===== src/rtl/seq_divider.sv =====
// seq_divider: restoring divider, one trial-subtract/restore step per clock; DIV_SIGNED_EN selects two's-complement operands.
// Latency: WIDTH edges from accepted start to done_out (WIDTH+1 with DIV_SIGNED_EN for the sign-fixup cycle).
// Backpressure: start_in ignored while busy_out, no queueing; a start in the done_out cycle is accepted.
module seq_divider #(
  parameter int WIDTH = 4
) (
  input  logic             clk_in,
  input  logic             rst_in,
  input  logic             start_in,
  input  logic [WIDTH-1:0] dividend_in,
  input  logic [WIDTH-1:0] divisor_in,
  output logic             busy_out,
  output logic             done_out,
  output logic [WIDTH-1:0] quotient_out,
  output logic [WIDTH-1:0] remainder_out,
  output logic             div_by_zero_out
);
  localparam int CW = $clog2(WIDTH) + 1;

`ifdef DIV_SIGNED_EN
  typedef enum logic [1:0] {IDLE, CALC, NEG, DONE} state_t;
`else
  typedef enum logic [1:0] {IDLE, CALC, DONE} state_t;
`endif

  state_t           state, state_nxt;
  logic [CW-1:0]    count;
  logic [WIDTH-1:0] rem, q, dvs;
  logic [WIDTH:0]   shifted, trial;
  logic [WIDTH-1:0] rem_nxt, q_nxt;
  logic [WIDTH-1:0] dvd_mag, dvs_mag;
  logic             accept, last;

`ifdef DIV_SIGNED_EN
  logic dvd_neg, q_neg;
  assign dvd_mag = dividend_in[WIDTH-1] ? -dividend_in : dividend_in;
  assign dvs_mag = divisor_in[WIDTH-1]  ? -divisor_in  : divisor_in;
`else
  assign dvd_mag = dividend_in;
  assign dvs_mag = divisor_in;
`endif

  assign accept = start_in && (state == IDLE || state == DONE);
  assign last   = (state == CALC) && (count == CW'(WIDTH - 1));

  // q holds the unconsumed dividend bits at the top and the quotient bits growing from the bottom
  assign shifted = {rem, q[WIDTH-1]};
  assign trial   = shifted - {1'b0, dvs};
  assign rem_nxt = trial[WIDTH] ? shifted[WIDTH-1:0] : trial[WIDTH-1:0];
  assign q_nxt   = {q[WIDTH-2:0], ~trial[WIDTH]};

`ifdef DIV_SIGNED_EN
  assign busy_out = (state == CALC) || (state == NEG);
`else
  assign busy_out = (state == CALC);
`endif
  assign done_out = (state == DONE);

  always_ff @(posedge clk_in) begin
    if (rst_in) state <= IDLE;
    else        state <= state_nxt;
  end

  always_comb begin
    state_nxt = state;
    case (state)
      IDLE, DONE: state_nxt = start_in ? CALC : IDLE;
      CALC: begin
        if (last) begin
`ifdef DIV_SIGNED_EN
          state_nxt = NEG;
`else
          state_nxt = DONE;
`endif
        end
      end
`ifdef DIV_SIGNED_EN
      NEG: state_nxt = DONE;
`endif
      default: state_nxt = IDLE;
    endcase
  end

  always_ff @(posedge clk_in) begin
    if (rst_in) begin
      rem             <= '0;
      q               <= '0;
      dvs             <= '0;
      count           <= '0;
      quotient_out    <= '0;
      remainder_out   <= '0;
      div_by_zero_out <= 1'b0;
`ifdef DIV_SIGNED_EN
      dvd_neg         <= 1'b0;
      q_neg           <= 1'b0;
`endif
    end else if (accept) begin
      rem   <= '0;
      q     <= dvd_mag;
      dvs   <= dvs_mag;
      count <= '0;
`ifdef DIV_SIGNED_EN
      dvd_neg <= dividend_in[WIDTH-1];
      q_neg   <= dividend_in[WIDTH-1] ^ divisor_in[WIDTH-1];
`endif
    end else if (state == CALC) begin
      rem   <= rem_nxt;
      q     <= q_nxt;
      count <= count + CW'(1);
`ifndef DIV_SIGNED_EN
      if (last) begin
        quotient_out    <= q_nxt;
        remainder_out   <= rem_nxt;
        div_by_zero_out <= (dvs == '0);
      end
`endif
    end
`ifdef DIV_SIGNED_EN
    // Zero divisor keeps the all-ones quotient; negating |dividend| restores the dividend itself
    else if (state == NEG) begin
      quotient_out    <= (dvs == '0) ? '1 : (q_neg ? -q : q);
      remainder_out   <= dvd_neg ? -rem : rem;
      div_by_zero_out <= (dvs == '0);
    end
`endif
  end

endmodule


===== config.mk =====
export PLATFORM = sky130hd
export DESIGN_NAME = seq_divider
export DESIGN_NICKNAME = d
export VERILOG_FILES = /design/src/rtl/seq_divider.sv
export SDC_FILE = /design/constraint.sdc
export NUM_CORES = 1
export LEC_CHECK = 0
export BUFFER_PORTS_ARGS = -buffer_cell sky130_fd_sc_hd__clkbuf_2
export CORE_ASPECT_RATIO = 1.4
export CORE_MARGIN = 10
export CORE_UTILIZATION = 35
export CTS_CLUSTER_SIZE = 40
export DETAILED_ROUTE_END_ITERATION = 10
export PLACE_DENSITY = 0.6
export SYNTH_ARGS = -nofsm -noshare
export SYNTH_HDL_FRONTEND = slang
export SYNTH_SLANG_ARGS = --single-unit
export TNS_END_PERCENT = 10

===== constraint.sdc =====
create_clock -name clk_in -period 2.5 [get_ports clk_in]
set_clock_uncertainty 0.1 [all_clocks]
set_input_delay 0.25 -clock clk_in [delete_from_list [all_inputs] [get_ports clk_in]]
set_output_delay 0.25 -clock clk_in [all_outputs]
set_load 0.02 [all_outputs]

==> results.md, run 1 <==
* Area leader, netlist: dfxtp_1
* CTS H-tree depth at 1
* Max clock buf depth at 2
* Vias/cell at 5.060
* Largest net degree at the start of global routing at 26
* Die area at 0.006295 mm2
* Top cells by area, synth: dfxtp_1 (43%), ha_1 (6.1%), nor2_1 (5.8%)
* Nets at 180
* Area of the multi-input gates at 646.9 um2
* Pleak at 0.6044 nW
* Clk_lat worst skew at 270 ps
* Most common cell after layout, fill and taps aside: dfxtp_1
* Worst vdd ir at 0.3150 mV
* Die Span X at 69.97 um
* Setup WS post-layout at 394.9 ps
* Async SR Flop Fraction at 0
* Status: completed
* # DRC at 0
* WP data arrival at 2160 ps
* Worst slew margin at 0.7449
* CTS Root Cell: clkbuf_8
* Share of layout cells above drive strength 1 at 0.2112
* Worst-case reg-to-reg path depth at 9
* Hold Buf Count CTS at 0
* Pwr Total at 969.3 uW
* Final period util at 0.8420
* Slowest-stage cell, CP: fa_1
* # IOs at 22
* Global-route wire length before repair at 4.933 mm
* Via count at 1017
* Minimum clock period at 2105 ps
* Most frequent cells in the layout: dfxtp_1 (26), clkbuf_2 (21), nor2_1 (19)
* Critical setup path kind: reg -> reg
* CP Launch Type: register
* Hold path depth at 3
* Post-CTS Setup Bufs at 0
* First-pass iteration count of the detailed router at 4
* Slowest stage delay, CP at 410 ps
* Detail Placement HPWL at 2.140 mm
* Worst setup EP type: register
* Synth Flop Type: dfxtp_1
* Worst Path Required at 2550 ps
* Synthesized area at 0.001224 mm2
* Post-synth EDFFs at 0
* Initial antenna violation count at 0
* Slew Limit Fails at 0
* Area Growth Syn to Fin at 18.51%
* Worst hold path type: in -> reg
* Max Cap Viol at 0
* Die span in y at 89.96 um
* PwrDens at 668.4 mW/mm2
* Slew @ Worst Pin at 381.2 ps
* Gpl congestion at 0.8599
* Syn avg cell area at 8.803 um2
* Placement Setup Slack at 407.4 ps
* Total congestion overflow at 0
* CP max FO at 6
* Distinct cell type count after synthesis at 35
* WHS at 103.7 ps
* Mapped Nets at 157
* Cell mode on critical path: inv_1
* Post_cts resized at 0
* Iter 0 DRT Violations at 14
* Seq/Total Area, Yosys at 0.4254
* Starting density of the core at 0.3622
* IO buf count at 21
* Layout fillers at 349
* Number of global-route vias before repair at 1133
* CTS tree: done
* Synth top area share at 0.4254
* Post-Syn Instances at 139
* Total track usage at 0.09043
* Yosys reg bits at 26
* Max Freq at 475.0 MHz
* Setup TNS at 0 ps
* Sink Count at 26
* Cell chain of the critical path: inv_1 -> ha_1 -> inv_1 -> fa_1 -> nand3_2 -> nand2_4 -> xor2_4 -> mux2i_1 -> a21oi_1
* Ys Warns at 0
* Unrepaired setup endpoints after global routing: no
* Antenna-violating nets left at 0
* DRT Wirelength at 2.710 mm
* Worst-path clk slew at 90 ps
* Core area at 0.003378 mm2
* Row cnt at 25
* # setup viols final at 0
* Diode count at 0
* Number of CTS-inserted buffers at 3
* Sequential cell area at 520.5 um2
* Wirelength per Cell at 13.48 um
* Final Hold Fails at 0
==> state kept, by name, indices dropped and copies added, names as in the netlist <==
name,flops
state,2
div_by_zero_out,1
count,3
q,4
remainder_out,4
dvs,4
rem,4
quotient_out,4
==> cell usage after synthesis, drive strengths merged, types with 2 or more instances <==
cell type  count
nand3          2
a211oi         2
a22oi          4
buf            4
a21oi         15
nand2         19
xor2           3
mux2i          6
clkbuf         3
o31ai          2
a22o           2
nor2b          2
nand4          2
o21ai          2
ha             6
inv            7
nor2          19
nor3           3
dfxtp         26
==> layout make-up <==
class / count / area share
tap: 40 / 0.03451
clock inverter: 1 / 0.02071
inverter: 7 / 0.01812
multi-input combinational: 99 / 0.4461
timing repair buffer: 25 / 0.09318
sequential: 26 / 0.3589
clock buffer: 3 / 0.02847
==> metrics by stage <==
stage,area [um2],std cells,util
finish,1450,201,0.4293
global route,1450,201,0.4293
CTS,1450,201,0.4293
detailed placement,1379,197,0.4081
global placement,1379,197,0.4081
floorplan,1224,139,-
==> path summary, 6_finish.rpt <==
kind / end / slack [ps] / from
worst min-delay path: dvs[1] / 100 / divisor_in[1]
worst max-delay path: rem[1] / 390 / q[3]
worst min register to register: div_by_zero_out / 360 / div_by_zero_out
worst max register to register: rem[1] / 390 / q[3]
==> per-layer routing <==
| layer | wire length [um] | vias up | global-route usage |
|---|---|---|---|
| li1 | - | 520 | - |
| met1 | 1111 | 471 | 0.09040 |
| met2 | 1430 | 20 | 0.1659 |
| met3 | 120 | 6 | 0.01870 |
| met4 | 46 | 0 | 0.05116 |
| met5 | 0 | - | 0 |
==> logic make-up (layout without fill, tap and decap cells) <==
| group | Yosys count | count (layout) | share of synthesized area |
|---|---|---|---|
| fa+ha+maj | 7 | 7 | 0.07771 |
| compound gates | 30 | 30 | 0.1616 |
| mux | 6 | 6 | 0.04908 |
| xor+xnor | 4 | 4 | 0.04397 |
| buf+inv | 14 | 36 | 0.04601 |
| flops | 26 | 26 | 0.4254 |
| simple gates | 52 | 52 | 0.1963 |
==> critical path: cells and delay by family, from the launching register on <==
family	cells	cell delay [ps]
adders and majority gates	2	560
xor gates and xnor gates	1	260
AOI/OAI and AO/OA	1	110
muxes	1	310
buffers and inverters	2	120
and+or+nand+nor	2	200
DFF	1	320
==> power by group <==
| group | total (mW) | switching, mW | internal, mW | leakage, nW |
|---|---|---|---|---|
| registers | 0.447 | 0.0156 | 0.431 | 0.212 |
| clock network | 0.349 | 0.135 | 0.214 | 0.0357 |
| logic | 0.173 | 0.102 | 0.0714 | 0.357 |
(Power assumes the default switching activity.)
==> inputs of run 2 (changes only) <==
- PLACE_DENSITY: 0.6 -> 0.62
- clock period: 2.5 -> 1.85 ns (I/O delays scaled with it)
==> run 2 against run 1 <==
The run now ends with setup timing left. Sequential share of layout area decreased by 2.5 points. Flip-flop and latch count unchanged. Clock-buffer cell count increased by 1. Total power increased by 32%. Maximum frequency increased by 7.4%. Design area increased by 7.9%. Sequential power increased by 35%. Critical path depth unchanged. Highest routed layer unchanged. Combinational power increased by 81%. Critical endpoint unchanged. Setup slack got worse by 500 ps. Utilization increased by 3.4 points.
==> results.md, run 2 (synthesized netlist as in run 1, its figures left out) <==
* Status: finished, violations left
* Failing checks: setup timing
* WP data arrival at 2010 ps (-150 ps)
* Worst setup EP type: register
* Worst r2r src: q[3]
* Slew @ Worst Pin at 473.2 ps (+91.94 ps)
* Hold Buf Count CTS at 0 (unchanged)
* Number of CTS-inserted buffers at 3 (unchanged)
* IO buf count at 21 (unchanged)
* Unrepaired setup endpoints after global routing: yes
* CTS tree: done
* Area of the multi-input gates at 678.2 um2 (+4.8%)
* Final period util at 1.059 (+0.2174)
* Largest net degree at the start of global routing at 26 (unchanged)
* Core area at 0.003378 mm2 (unchanged)
* Die Span X at 69.97 um (unchanged)
* Total track usage at 0.09319 (+0.002763)
* Nets at 193 (+7.2%)
* Critical setup path kind: reg -> reg
* CP max FO at 5 (-1)
* Most common cell after layout, fill and taps aside: dfxtp_1
* Share of layout cells above drive strength 1 at 0.3276 (+0.1164)
* Worst slew margin at 0.6834 (-0.06152)
* Iter 0 DRT Violations at 18 (+4)
* Gpl congestion at 0.8721 (+1.4%)
* First-pass iteration count of the detailed router at 4 (unchanged)
* Minimum clock period at 1960 ps (-145.2 ps)
* Max clock buf depth at 2 (unchanged)
* CTS H-tree depth at 1 (unchanged)
* Area Growth Syn to Fin at 27.91%
* Via count at 1076 (+5.8%)
* Layout Utilization at 0.4633 (+0.03407)
* Clk_lat worst skew at 270 ps (about the same)
* Pleak at 0.6529 nW (+8.0%)
* Layout fillers at 339 (-2.9%)
* # DRC at 0 (unchanged)
* PwrDens at 818.8 mW/mm2 (+23%)
* Initial antenna violation count at 0 (unchanged)
* Worst hold start: divisor_in[2]
* Vias/cell at 5.028 (-0.63%)
* Sequential cell area at 523.0 um2 (+0.48%)
* Antenna-violating nets left at 0 (unchanged)
* # setup viols final at 7 (+7)
* Worst Path Required at 1900 ps (-650 ps)
* Worst vdd ir at 0.4245 mV (+35%)
* Slew Limit Fails at 0 (unchanged)
* Worst hold path type: in -> reg
* # IOs at 22 (unchanged)
* Number of global-route vias before repair at 1120 (-1.1%)
* Placement Setup Slack at -78.85 ps (-486.3 ps)
* Wirelength per Cell at 13.78 um (+2.2%)
* Total congestion overflow at 0 (unchanged)
* CP startpoint: q[3]
* Final Hold Fails at 0 (unchanged)
* CP Launch Type: register
* DRT Wirelength at 2.949 mm (+8.8%)
* Global-route wire length before repair at 4.947 mm (+0.28%)
* Most frequent cells in the layout: dfxtp_1 (24), clkbuf_2 (21), nor2_1 (19)
* Die span in y at 89.96 um (unchanged)
* Max Cap Viol at 0 (unchanged)
* WHS at 40.97 ps (-62.76 ps)
* Setup WS post-layout at -110.0 ps (-504.8 ps)
* Die area at 0.006295 mm2 (unchanged)
* Row cnt at 25 (unchanged)
* CTS Root Cell: clkbuf_8
* Diode count at 0 (unchanged)
* Sink Count at 26 (unchanged)
* Starting density of the core at 0.3622 (unchanged)
* Max Freq at 510.2 MHz (+7.4%)
* Worst-path clk slew at 90 ps (about the same)
* Detail Placement HPWL at 2.356 mm (+10%)
## run 2: cell count changes in the layout (fill, tap and decap cells not counted), moves of 2 or more
cell     delta
mux2i_1     -3
dfxtp_1     -2
inv_1       -2
mux2i_2     +3
inv_2       +2
dfxtp_2     +2
buf_4      +13
## run 2: what timing repair did
item                       in CTS  in global routing
setup endpoints to repair       8                 10
gates resized for setup         5                  0
buffers inserted                2                  0
pin swaps                       5                  1
## run 2: metal layers
metal / track usage / vias to the layer above / share of wire
li1: - / 544 / -
met1: 0.09263 / 506 / 0.40
met2: 0.1697 / 22 / 0.55
met3: 0.02420 / 4 / 0.037
met4: 0.04950 / 0 / 0.015
met5: 0 / - / 0
## run 2: worst max-delay path, cell delays in order (launching register included)
cell     delay, ps
dfxtp_2        330
inv_2           70
ha_4           120
inv_2           30
fa_2           340
nand3_2        100
nand2_4         70
xor2_4         260
mux2i_2        300
a21oi_1        110
## run 2: path summary, 6_finish.rpt
| kind | endpoint | slack, ps | cells after the start |
|---|---|---|---|
| worst max register to register | rem[1] | -110 | 9 |
| worst max-delay path | rem[1] | -110 | 9 |
| worst min register to register | quotient_out[1] | 360 | 2 |
| worst min-delay path | dvs[2] | 40 | 3 |
## run 2: power by group
| group | internal (mW) | switching (mW) |
|---|---|---|
| sequential | 0.584 | 0.0199 |
| combinational | 0.151 | 0.162 |
| clock | 0.190 | 0.175 |
| total | 0.925 | 0.357 |
## run 2: cell type report
type                       instances  area share
clock buffer                       4     0.03517
sequential                        26      0.3341
inverter                           7     0.01679
timing repair buffer              38      0.1487
multi-input combinational         99      0.4333
tap                               40     0.03197
## run 2: per-stage QoR
stage / setup TNS [ps] / cell area (um2) / std cells / total power [mW]
after floorplan: -6.910 / 1241 / 139 / 0.8025
after global placement: -159.6 / 1479 / 208 / 0.8928
after detailed placement: -484.7 / 1479 / 208 / 0.9019
after CTS: -422.7 / 1565 / 214 / 1.294
after global routing: -1405 / 1565 / 214 / 1.351
final: -540.1 / 1565 / 214 / 1.282
==> inputs of run 3 (changes only) <==
- CTS_BUF_LIST: default -> sky130_fd_sc_hd__clkbuf_4
==> run 3 against run 2 <==
The flow still finishes with violations (setup timing). Global-route usage is 0.15 points lower. Largest cell class unchanged. Total power fell by 8.5%. Critical path type unchanged. Design area up 0.64%. Non-clock buffer count rose by 3.
==> results.md, run 3 (synthesized netlist as in run 1, its figures left out) <==
* Status: finished, violations left
* Failing checks: setup timing
* Worst-path clk slew at 150 ps (+60 ps)
* DRT Wirelength at 2.966 mm (+0.58%)
* Nets at 196 (+1.6%)
* Clk_lat worst skew at 320 ps (+50 ps)
* Antenna-violating nets left at 0 (unchanged)
* Number of global-route vias before repair at 1119 (-0.089%)
* Die span in y at 89.96 um (unchanged)
* Die area at 0.006295 mm2 (unchanged)
* Max Freq at 512.0 MHz (+0.35%)
* Global-route wire length before repair at 4.968 mm (+0.42%)
* Gpl congestion at 0.8721 (unchanged)
* Buf+Inv Stages, Crit Path at 2 (unchanged)
* Max clock buf depth at 2 (unchanged)
* Slew Limit Fails at 0 (unchanged)
* Total congestion overflow at 0 (unchanged)
* Layout Utilization at 0.4663 (+0.002963)
* Cell chain of the critical path: inv_2 -> ha_4 -> inv_2 -> fa_2 -> nand3_2 -> nand2_4 -> xor2_4 -> mux2i_2 -> a21oi_1
* CTS Root Cell: clkbuf_4
* # setup viols final at 8 (+1)
* Area Growth Syn to Fin at 28.73%
* Setup WS post-layout at -103.2 ps (+6.795 ps)
* Row cnt at 25 (unchanged)
* Final Hold Fails at 0 (unchanged)
* WP data arrival at 2080 ps (+70 ps)
* Pleak at 0.6553 nW (+0.37%)
* Detail Placement HPWL at 2.356 mm (unchanged)
* IO buf count at 21 (unchanged)
* Share of layout cells above drive strength 1 at 0.3164 (-0.01120)
* CTS H-tree depth at 1 (unchanged)
* Unrepaired setup endpoints after global routing: yes
* Placed instance count at 208 (unchanged)
* Worst hold path type: in -> reg
* First-pass iteration count of the detailed router at 4 (unchanged)
* Slew @ Worst Pin at 447.4 ps (-25.80 ps)
* Worst slew margin at 0.7007 (+0.01726)
* CTS tree: done
* Worst setup EP type: register
* Number of CTS-inserted buffers at 3 (unchanged)
* # DRC at 0 (unchanged)
* Worst Path Required at 1970 ps (+70 ps)
* CP max FO at 5 (unchanged)
* Worst vdd ir at 0.4703 mV (+11%)
* Starting density of the core at 0.3622 (unchanged)
* Max Cap Viol at 0 (unchanged)
* Largest net degree at the start of global routing at 26 (unchanged)
* Finished Layout Cells at 217 (+1.4%)
* Cell mode on critical path: inv_2
* Via count at 1093 (+1.6%)
* Most frequent cells in the layout: dfxtp_1 (24), clkbuf_2 (21), nor2_1 (19)
* Wirelength per Cell at 13.67 um (-0.81%)
* Setup TNS at -591.8 ps (-51.76 ps)
* Sink Count at 26 (unchanged)
* Total track usage at 0.09165 (-0.001542)
* Critical setup path kind: reg -> reg
* Slowest-stage cell, CP: dfxtp_2
* CP Launch Type: register
* Minimum clock period at 1953 ps (-6.795 ps)
* # IOs at 22 (unchanged)
* Vias/cell at 5.037 (+0.18%)
* Core area at 0.003378 mm2 (unchanged)
* Slowest stage delay, CP at 350 ps (about the same)
* Top delay family on crit path: adder cells
* Initial antenna violation count at 0 (unchanged)
* Most common cell after layout, fill and taps aside: dfxtp_1
* Pwr Total at 1.173 mW (-8.5%)
* Final period util at 1.056 (-0.003673)
* PwrDens at 744.4 mW/mm2 (-9.1%)
* Diode count at 0 (unchanged)
* Iter 0 DRT Violations at 28 (+10)
* Die Span X at 69.97 um (unchanged)
## run 3: cell types whose count changed in the layout (fill, tap and decap cells not counted), sizes merged
cell,before,now
dlygate4sd3,0,3
clkbuf,25,24
clkinv,0,1
## run 3: per-layer routing
| layer | track usage | vias to the layer above | part of all wire |
|---|---|---|---|
| li1 | - | 549 | - |
| met1 | 0.09641 | 521 | 0.42 |
| met2 | 0.1720 | 21 | 0.55 |
| met3 | 0.01980 | 2 | 0.034 |
| met4 | 0.02970 | 0 | 0.0030 |
| met5 | 0 | - | 0 |
## run 3: timing repair
item	in CTS	in global routing
gates resized for setup	4	1
setup endpoints to repair	9	10
setup buffers	2	0
hold buffers	3	0
pin swaps	5	0
cloned	0	0
hold endpoints to repair	3	0
## run 3: final timing paths
| check | from | to | slack (ps) | cells after the start |
|---|---|---|---|---|
| worst max-delay path | q[3] | rem[1] | -100 | 9 |
| worst min-delay path | divisor_in[0] | dvs[0] | 10 | 3 |
| worst max register to register | q[3] | rem[1] | -100 | 9 |
| worst min register to register | div_by_zero_out | div_by_zero_out | 370 | 2 |
## run 3: worst register-to-register path, stage by stage, from the launching register on
cell and delay (ps):
dfxtp_2 350, inv_2 60, ha_4 120, inv_2 30, fa_2 340, nand3_2 100
nand2_4 70, xor2_4 260, mux2i_2 300, a21oi_1 110
## run 3: layout make-up
| cell class | instances | area [um2] |
|---|---|---|
| tap | 40 | 50.05 |
| fill | 345 | 1803 |
| multi-input combinational | 99 | 686.9 |
| clock buffer | 3 | 22.52 |
| clock inverter | 1 | 3.754 |
| timing repair buffer | 41 | 262.8 |
| inverter | 7 | 26.28 |
| sequential | 26 | 523.0 |
## run 3: report_power, final
part / switching [mW] / internal, mW
Combinational: 0.162 / 0.156
Clock: 0.172 / 0.0790
Sequential: 0.0203 / 0.584
## run 3: per-stage QoR
stage	cell area [um2]	hold WS, ps	worst slack (ps)
floorplan	1241	223.6	-5.485
global placement	1479	308.5	-54.10
detailed placement	1479	325.2	-78.85
CTS	1563	1.971	-84.07
global route	1575	17.91	-182.4
finish	1575	11.00	-103.2
